==> config.mk <==
export PLATFORM = sky130hd
export DESIGN_NAME = mux16_rr_arbiter
export DESIGN_NICKNAME = d
export VERILOG_FILES = /design/src/rtl/mux16_rr_arbiter.sv
export SDC_FILE = /design/constraint.sdc
export NUM_CORES = 1
export LEC_CHECK = 0
export CAP_MARGIN = 10
export CORE_MARGIN = 2
export CORE_UTILIZATION = 38
export CTS_CLUSTER_SIZE = 28
export DETAILED_ROUTE_END_ITERATION = 16
export GPL_ROUTABILITY_DRIVEN = 0
export PLACE_DENSITY = 0.77
export SLEW_MARGIN = 20
export SYNTH_ARGS = -nofsm -noshare
export SYNTH_HDL_FRONTEND = slang
export SYNTH_SLANG_ARGS = --single-unit
==> constraint.sdc <==
create_clock -name clk -period 2.4 [get_ports clk]
set_input_delay 0.72 -clock clk [delete_from_list [all_inputs] [get_ports clk]]
set_output_delay 0.72 -clock clk [all_outputs]
set_load 0.02 [all_outputs]
==> src/rtl/mux16_rr_arbiter.sv <==
`default_nettype none
// ============================================================================
//  Module   : mux16_rr_arbiter (with helper Mux16bit)
//  Purpose  : Round-robin arbiter with burst allowance that shares one 16-bit
//             2:1 mux between two valid/ready requesters and registers the
//             selected beat into a single output stage.
//  Revision : 1.0  initial release
// ============================================================================

// Plain 16-bit 2:1 mux: the datapath shared by both requesters.
module Mux16bit (
   input  logic [15:0] a,
   input  logic [15:0] b,
   input  logic        sel,
   output logic [15:0] y
);
   assign y = sel ? b : a;
endmodule

module mux16_rr_arbiter #(
   parameter int WIDTH     = 16,   // the shared mux is 16 bits wide, so keep 16
   parameter int BURST_MAX = 2     // consecutive wins allowed while the other waits
) (
   input  logic             clk,
   input  logic             rst_n,
   input  logic             a_valid,
   input  logic [WIDTH-1:0] a_data,
   output logic             a_ready,
   input  logic             b_valid,
   input  logic [WIDTH-1:0] b_data,
   output logic             b_ready,
   output logic             out_valid,
   output logic [WIDTH-1:0] out_data,
   output logic             out_src,
   input  logic             out_ready,
   output logic             sel
);

   localparam int CW = $clog2(BURST_MAX + 1);
   localparam logic [CW-1:0] BURST_LIM = CW'(BURST_MAX);

   localparam logic [1:0] IDLE  = 2'd0;
   localparam logic [1:0] OWN_A = 2'd1;
   localparam logic [1:0] OWN_B = 2'd2;

   logic [1:0]       state;
   logic [CW-1:0]    burst_cnt;
   logic             last_src;
   logic             slot;
   logic             win_valid;
   logic             win_src;
   logic [WIDTH-1:0] mux_y;

   // The output register can take a new beat when empty or being drained.
   assign slot = ~out_valid | out_ready;

   // Pick the winner for this cycle from owner, burst count and last source.
   always_comb begin
      win_valid = 1'b0;
      win_src   = 1'b0;
      case (state)
         OWN_A: begin
            if (a_valid && (burst_cnt < BURST_LIM || !b_valid)) begin
               win_valid = 1'b1;
               win_src   = 1'b0;
            end else if (b_valid) begin
               win_valid = 1'b1;
               win_src   = 1'b1;
            end
         end
         OWN_B: begin
            if (b_valid && (burst_cnt < BURST_LIM || !a_valid)) begin
               win_valid = 1'b1;
               win_src   = 1'b1;
            end else if (a_valid) begin
               win_valid = 1'b1;
               win_src   = 1'b0;
            end
         end
         default: begin
            // No owner: alternate away from whoever went last when both ask.
            if (a_valid && b_valid) begin
               win_valid = 1'b1;
               win_src   = ~last_src;
            end else if (a_valid) begin
               win_valid = 1'b1;
               win_src   = 1'b0;
            end else if (b_valid) begin
               win_valid = 1'b1;
               win_src   = 1'b1;
            end
         end
      endcase
   end

   // Handshakes and mux select; all forced low while reset is asserted.
   assign sel     = rst_n & (win_valid ? win_src : out_src);
   assign a_ready = rst_n & slot & win_valid & ~win_src & a_valid;
   assign b_ready = rst_n & slot & win_valid &  win_src & b_valid;

   Mux16bit datapath (
      .a   (a_data),
      .b   (b_data),
      .sel (sel),
      .y   (mux_y)
   );

   // Output register plus arbitration state; everything freezes under backpressure.
   always_ff @(posedge clk or negedge rst_n) begin
      if (!rst_n) begin
         out_valid <= 1'b0;
         out_data  <= '0;
         out_src   <= 1'b0;
         state     <= IDLE;
         burst_cnt <= '0;
         last_src  <= 1'b1;
      end else if (slot) begin
         if (win_valid) begin
            out_data  <= mux_y;
            out_src   <= win_src;
            out_valid <= 1'b1;
            last_src  <= win_src;
            if (state == (win_src ? OWN_B : OWN_A)) begin
               if (burst_cnt != BURST_LIM)
                  burst_cnt <= burst_cnt + 1'b1;
            end else begin
               state     <= win_src ? OWN_B : OWN_A;
               burst_cnt <= CW'(1);
            end
         end else begin
            // Nobody asking: drop ownership so the next contest starts fresh.
            out_valid <= 1'b0;
            state     <= IDLE;
            burst_cnt <= '0;
         end
      end
   end

endmodule
`default_nettype wire

==> results by group, run 1 <==
Outcome
  – Status: finished with violations
  – Failing checks: negative setup slack

STA
  – Slew headroom: 0.715
  – Tightest Pin Transition: 427 ps
  – Period utilisation layout: 1.07
  – Final setup margin: -175 ps
  – Minimum clock period: about 2600 ps
  – Max frequency: 388 MHz
  – Unrepaired setup endpoints after global routing: true
  – Slew Limit Fails: 0
  – Hold Fails Final Rpt: 0
  – Setup violators final: 3
  – Setup tns final: -425 ps
  – Clk_skew: approximately 2.2 ps

Floorplanning
  – Chip Height: ~63 µm
  – Initial core utilization: 0.395
  – Core area: approximately 3300 µm²
  – Die width: roughly 63 µm
  – Row count: 21
  – Boundary Pins: slightly below 60
  – Area of the die: 3960 µm²

Logic synthesis
  – Synth top cells by count: nand2_1, dfrtp_1, nand4_1
  – Post-synth ARST share: 1.00
  – Yosys cell types: 28
  – Post-synth EDFFs: 0
  – Synthesized area: approximately 1300 µm²
  – Post-synth top flop: dfrtp_1
  – Synth warn: 0
  – Leading area contributor after synthesis: dfrtp_1
  – Avg Inst Size Synth: between 9 and 10 µm²
  – Synth Register Bits: 23
  – Syn nets: 183
  – Most numerous cell in the Yosys netlist: nand2_1
  – Synth area leaders: dfrtp_1, nand2_1, o211ai_2
  – Register area share after synthesis: 0.437
  – Share of the synthesized area in the top cell type: 0.417
  – Synth Instances: about 140

Route
  – Antenna Nets Post-Route: 0
  – # DRC: 0
  – Vias per inst: just over 5
  – Pre-antenna DRT Iters: 4
  – Total Wirelength: about 3.7 mm
  – DR iter-0 viols: 36
  – Drt wl/cell: 13.9 µm
  – Vias: 1362

Placed design
  – Port Buffers: 57
  – Hpwl dp: 2.77 mm
  – Area after DPL: 2100 µm²
  – Dpl ws: -923 ps

Power
  – VDD IR max: between 0.6 and 0.7 mV
  – Leakage: around 0.94 nW
  – PwrDens: between 1000 and 1500 nW/µm²

GRT
  – Largest net degree at the start of global routing: 40
  – Remaining global-route overflow: 0
  – Initial antenna violation count: 0
  – Total track usage: 0.200
  – Via count of the first global-routing pass: 1393
  – First-pass GRT wire length: about 6.4 mm

CTS
  – Num CTS Buffers: 3
  – Clock Sink Count: 23
  – Reg clk slew, reported paths: ~120 ps
  – CTS tree: yes
  – CTS Root Buffer Type: clkbuf_4
  – Post-CTS Hold Buffers: 0
  – Htree depth: 1
  – CTS Buffer Depth: 2
  – Clk_lat worst skew: about 300 ps

Layout
  – Layout cells sized above 1: 0.270
  – Area growth syn-to-layout: 66.8%
  – Ant. Diodes: 0
  – Post-route cell area: ~2200 µm²
  – Fillers: about 290
  – Total Nets Final: about 260

Critical path
  – CP Max Fanout: 4
  – CP cell instances: clkdlybuf4s15_1 -> nand2_4 -> o31ai_4 -> o21ai_4 -> and2_4 -> buf_6
  – RR Startpoint: state[1]
  – Worst Setup Path Type: primary input to output pin
  – Buf/Inv on CP: 2
  – Critical Path Max Stage Delay: approximately 330 ps
  – Top Family by Delay on Critical Path: buffers and inverters
  – Crit path required time: around 1700 ps
  – Arr. time, crit path: 1860 ps
  – CP max stage cell: clkdlybuf4s15_1
  – Reg-to-Reg End: out_data[15]
  – Reg2Reg Depth: 11
  – CP Launch Type: primary input
  – Crit. End Element: output pin
  – R2R Setup Slk: approximately 200 ps

Worst hold path
  – Hold endpoint: last_src
  – Worst Min Path Start: last_src
  – Hold path cells: 2
  – Worst hold-check path type: flip-flop to flip-flop

Run
  – Max-Cap Viols: 0
-- where the power goes --
| part | internal, W | switching, W | total [W] | leakage (nW) |
|---|---|---|---|---|
| combinational | 0.000987 | 0.00107 | 0.00206 | 0.647 |
| sequential | 0.000586 | 0.000123 | 0.000709 | 0.282 |
| clock | 0.0000646 | 0.000108 | 0.000173 | 0.0150 |
| total | 0.00164 | 0.00130 | 0.00294 | 0.944 |
-- placed cells by master, fill, tap and decap left out, types with 2 or more instances in the layout --
| cell type | count |
|---|---|
| o22ai_1 | 2 |
| nand2b_1 | 3 |
| nand2_2 | 3 |
| nor2b_1 | 2 |
| nand3_1 | 2 |
| o211ai_1 | 7 |
| o21ai_0 | 3 |
| nand2_1 | 40 |
| nor2_2 | 3 |
| dfrtp_1 | 22 |
| nor3_1 | 2 |
| clkdlybuf4s50_1 | 52 |
| buf_4 | 27 |
| o211ai_2 | 9 |
| inv_1 | 2 |
| clkbuf_4 | 3 |
| buf_6 | 4 |
| nand4_1 | 16 |
-- cell type report --
| type | count | area [µm²] | area share |
|---|---|---|---|
| tap | 46 | 57.6 | 0.0262 |
| timing repair buffer | 85 | 787 | 0.358 |
| sequential | 23 | 577 | 0.262 |
| inverter | 3 | 11.3 | 0.00512 |
| clock buffer | 4 | 26.3 | 0.0119 |
| multi-input combinational | 107 | 741 | 0.337 |
-- cell families (layout without fill, tap and decap cells) --
family | count (synthesis) | in the layout | synth area share
AO/OA/AOI/OAI | 27 | 27 | 0.211
adder cells (fa/ha/maj) | 3 | 3 | 0.0285
buffers and inverters | 13 | 92 | 0.0541
flip-flops | 23 | 23 | 0.437
AND/OR/NAND/NOR | 77 | 77 | 0.269
-- timing repair --
item	CTS	global route
gates resized for setup	23	3
endpoints found under the hold margin	0	0
pin swaps	5	3
buffers inserted	8	1
endpoints found under the setup margin	3	21
-- layer usage --
layer | track usage | up-vias | share of wire
met5 | 0 | - | 0
met4 | 0.0361 | 0 | 0.0032
met3 | 0.0450 | 2 | 0.061
met2 | 0.344 | 45 | 0.52
met1 | 0.257 | 645 | 0.42
li1 | - | 670 | -
-- worst max-delay path by stage --
stage | cells after the start | to | from
finish | 6 | sel | a_valid
floorplan | 6 | sel | a_valid
CTS | 7 | a_ready | state[0]
global route | 7 | sel | state[0]
detailed placement | 6 | a_ready | a_valid
global placement | 6 | a_ready | a_valid
-- state kept, by name, summed over array words and instances (netlist names) --
| name | cells |
|---|---|
| burst_cnt | 2 |
| last_src | 1 |
| out_data | 16 |
| out_src | 1 |
| out_valid | 1 |
| state | 2 |
-- worst min-delay path, stage by stage (launching register included) --
cell     delay [ps]
dfstp_2         400
nand2_1          50
nand2_1          50
-- per-stage QoR --
| step | instances | hold WS [ps] | utilization | power [W] |
|---|---|---|---|---|
| final | 268 | 479 | 0.659 | 0.00294 |
| after detailed placement | 256 | 458 | 0.628 | 0.00264 |
| after global placement | 256 | 458 | 0.628 | 0.00258 |
| after global routing | 268 | 496 | 0.659 | 0.00316 |
| after CTS | 268 | 479 | 0.657 | 0.00294 |
| after floorplan | 143 | 424 | - | 0.00189 |
(Power assumes the default switching activity.)
==> run 2: changes to the inputs <==
--- a/config.mk
+++ b/config.mk
@@ -11,6 +11,7 @@
 export CTS_CLUSTER_SIZE = 28
 export DETAILED_ROUTE_END_ITERATION = 16
 export GPL_ROUTABILITY_DRIVEN = 0
+export MAX_ROUTING_LAYER = met4
 export PLACE_DENSITY = 0.77
 export SLEW_MARGIN = 20
 export SYNTH_ARGS = -nofsm -noshare
==> results by group, run 2 (synthesis results as in run 1) <==
Outcome
  – Status: finished with violations
  – Failing checks: negative setup slack

Power
  – Leakage: between 0.9 and 1 nW
  – Sequential share of power: 0.242
  – Switching pwr: 0.00130 W
  – Combinational power share: 0.700
  – Sw frac: 0.443
  – Clock Power Share: 0.058
  – VDD IR max: around 0.63 mV
  – Cell-internal power: ~0.0016 W
  – PwrDens: around 1300 nW/µm²

Floorplanning
  – Core area: roughly 3300 µm²
  – Chip Height: about 63 µm
  – Initial core utilization: 0.395
  – Row count: 21
  – Boundary Pins: 58
  – Area of the die: around 4000 µm²
  – Die width: between 60 and 70 µm

STA
  – Slew Limit Fails: 0
  – Unrepaired setup endpoints after global routing: true
  – Setup violators final: 3
  – Minimum clock period: ~2600 ps
  – Slew headroom: 0.716
  – Tightest Pin Transition: 426 ps
  – Period utilisation layout: 1.07
  – Max frequency: 388 MHz
  – Setup tns final: -425 ps
  – Hold Fails Final Rpt: 0
  – Clk_skew: just under 4 ps
  – Final setup margin: -175 ps

GRT
  – Initial antenna violation count: 0
  – First-pass GRT wire length: roughly 6.4 mm
  – Remaining global-route overflow: 0
  – Total track usage: 0.205
  – Via count of the first global-routing pass: roughly 1400
  – Largest net degree at the start of global routing: 40

CTS
  – Num CTS Buffers: 3
  – Htree depth: 1
  – Clock Sink Count: 23
  – CTS tree: yes
  – CTS Root Buffer Type: clkbuf_4
  – CTS Buffer Depth: 2
  – Clk_lat worst skew: approximately 300 ps
  – Reg clk slew, reported paths: between 100 and 150 ps

Layout
  – Layout Utilization: 0.658
  – Largest registers: out_data (16), burst_cnt (2), state (2)
  – Most flop-heavy register: out_data
  – Area of the multi-input gates: around 740 µm²
  – Ant. Diodes: 0
  – Largest register FFs: 16
  – Area growth syn-to-layout: 66.6%
  – Register Area: ~580 µm²
  – Fillers: around 290
  – Most common cell after layout, fill and taps aside: clkdlybuf4s50_1
  – Total Nets Final: 263
  – Layout cells sized above 1: 0.266
  – Most frequent cells in the layout: clkdlybuf4s50_1, nand2_1, buf_4

Route
  – Total Wirelength: 3.74 mm
  – Vias: around 1400
  – Drt wl/cell: 13.9 µm
  – # DRC: 0
  – Vias per inst: between 5 and 6
  – Antenna Nets Post-Route: 0
  – Pre-antenna DRT Iters: 4
  – DR iter-0 viols: 33

Critical path
  – CP Max Fanout: 4
  – CP Launch Type: primary input
  – R2R Setup Slk: between 150 and 200 ps
  – Worst Setup Path Type: primary input to output pin
  – CP max stage cell: clkdlybuf4s15_1
  – Critical Path Max Stage Delay: 330 ps
  – Crit. End Element: output pin
  – Crit path required time: about 1700 ps
  – RR Startpoint: state[1]
  – Reg-to-Reg End: out_data[15]
  – Arr. time, crit path: ~1900 ps
  – Reg2Reg Depth: 11
  – CP cell instances: clkdlybuf4s15_1 -> nand2_4 -> o31ai_4 -> o21ai_4 -> and2_4 -> buf_6

Run
  – Max-Cap Viols: 0

Worst hold path
  – Worst hold-check path type: flip-flop to flip-flop
  – Worst Min Path Start: last_src
  – Hold path cells: 2
  – Hold endpoint: last_src

Placed design
  – Port Buffers: 57
  – Hpwl dp: 2.77 mm
[run 2: per-stage QoR]
stage	hold WS [ps]	total power, W	setup slack (ps)	cell area [µm²]	cells
2_1_floorplan	424	0.00189	-4.69	1380	143
6_report	479	0.00294	-175	2200	268
4_1_cts	479	0.00294	-174	2190	268
3_5_place_dp	458	0.00264	-923	2100	256
3_3_place_gp	458	0.00258	-857	2100	256
5_1_grt	496	0.00316	-276	2200	268
[run 2: worst max path at each step]
stage                         from  endpoint  slack, ps  depth (start not counted)
after floorplan            a_valid       sel         -5                          6
final                      a_valid       sel       -180                          6
after detailed placement   a_valid   a_ready       -920                          6
after CTS                 state[0]   a_ready       -170                          7
after global placement     a_valid   a_ready       -860                          6
after global routing      state[0]       sel       -280                          7
[run 2: layout make-up]
| cell class | count | area share |
|---|---|---|
| well taps | 46 | 0.0262 |
| flip-flops and latches | 23 | 0.263 |
| inverters | 3 | 0.00513 |
| clock buffers | 4 | 0.0120 |
| multi-input cells | 107 | 0.336 |
| repair buffers | 85 | 0.358 |
[run 2: worst max-delay path, delay by kind of cell]
kind | cells | cell delay [ps]
AOI/OAI and AO/OA | 2 | 430
buffers and inverters | 2 | 450
and+or+nand+nor | 2 | 250
[run 2: what timing repair did]
action,4_1_cts,5_1_grt
cloned,0,0
hold buffers,0,0
endpoints found under the hold margin,0,0
buffers inserted,8,1
resized for setup,23,2
pin swaps,5,3
setup endpoints to repair,3,21
[run 2: layer usage]
layer	up-vias	part of all wire	GRT usage
li1	670	-	-
met5	-	0	-
met1	644	0.43	0.262
met3	2	0.051	0.0360
met4	0	0.0032	0.0361
met2	49	0.52	0.344
[run 2: power by group through the flow]
stage                     Clock, W  Combinational [W]  Sequential, W
after floorplan                  0            0.00101       0.000879
after global placement           0            0.00187       0.000707
after detailed placement         0            0.00193       0.000711
after CTS                 0.000181            0.00205       0.000710
after global routing      0.000202            0.00222       0.000733
final                     0.000171            0.00205       0.000709
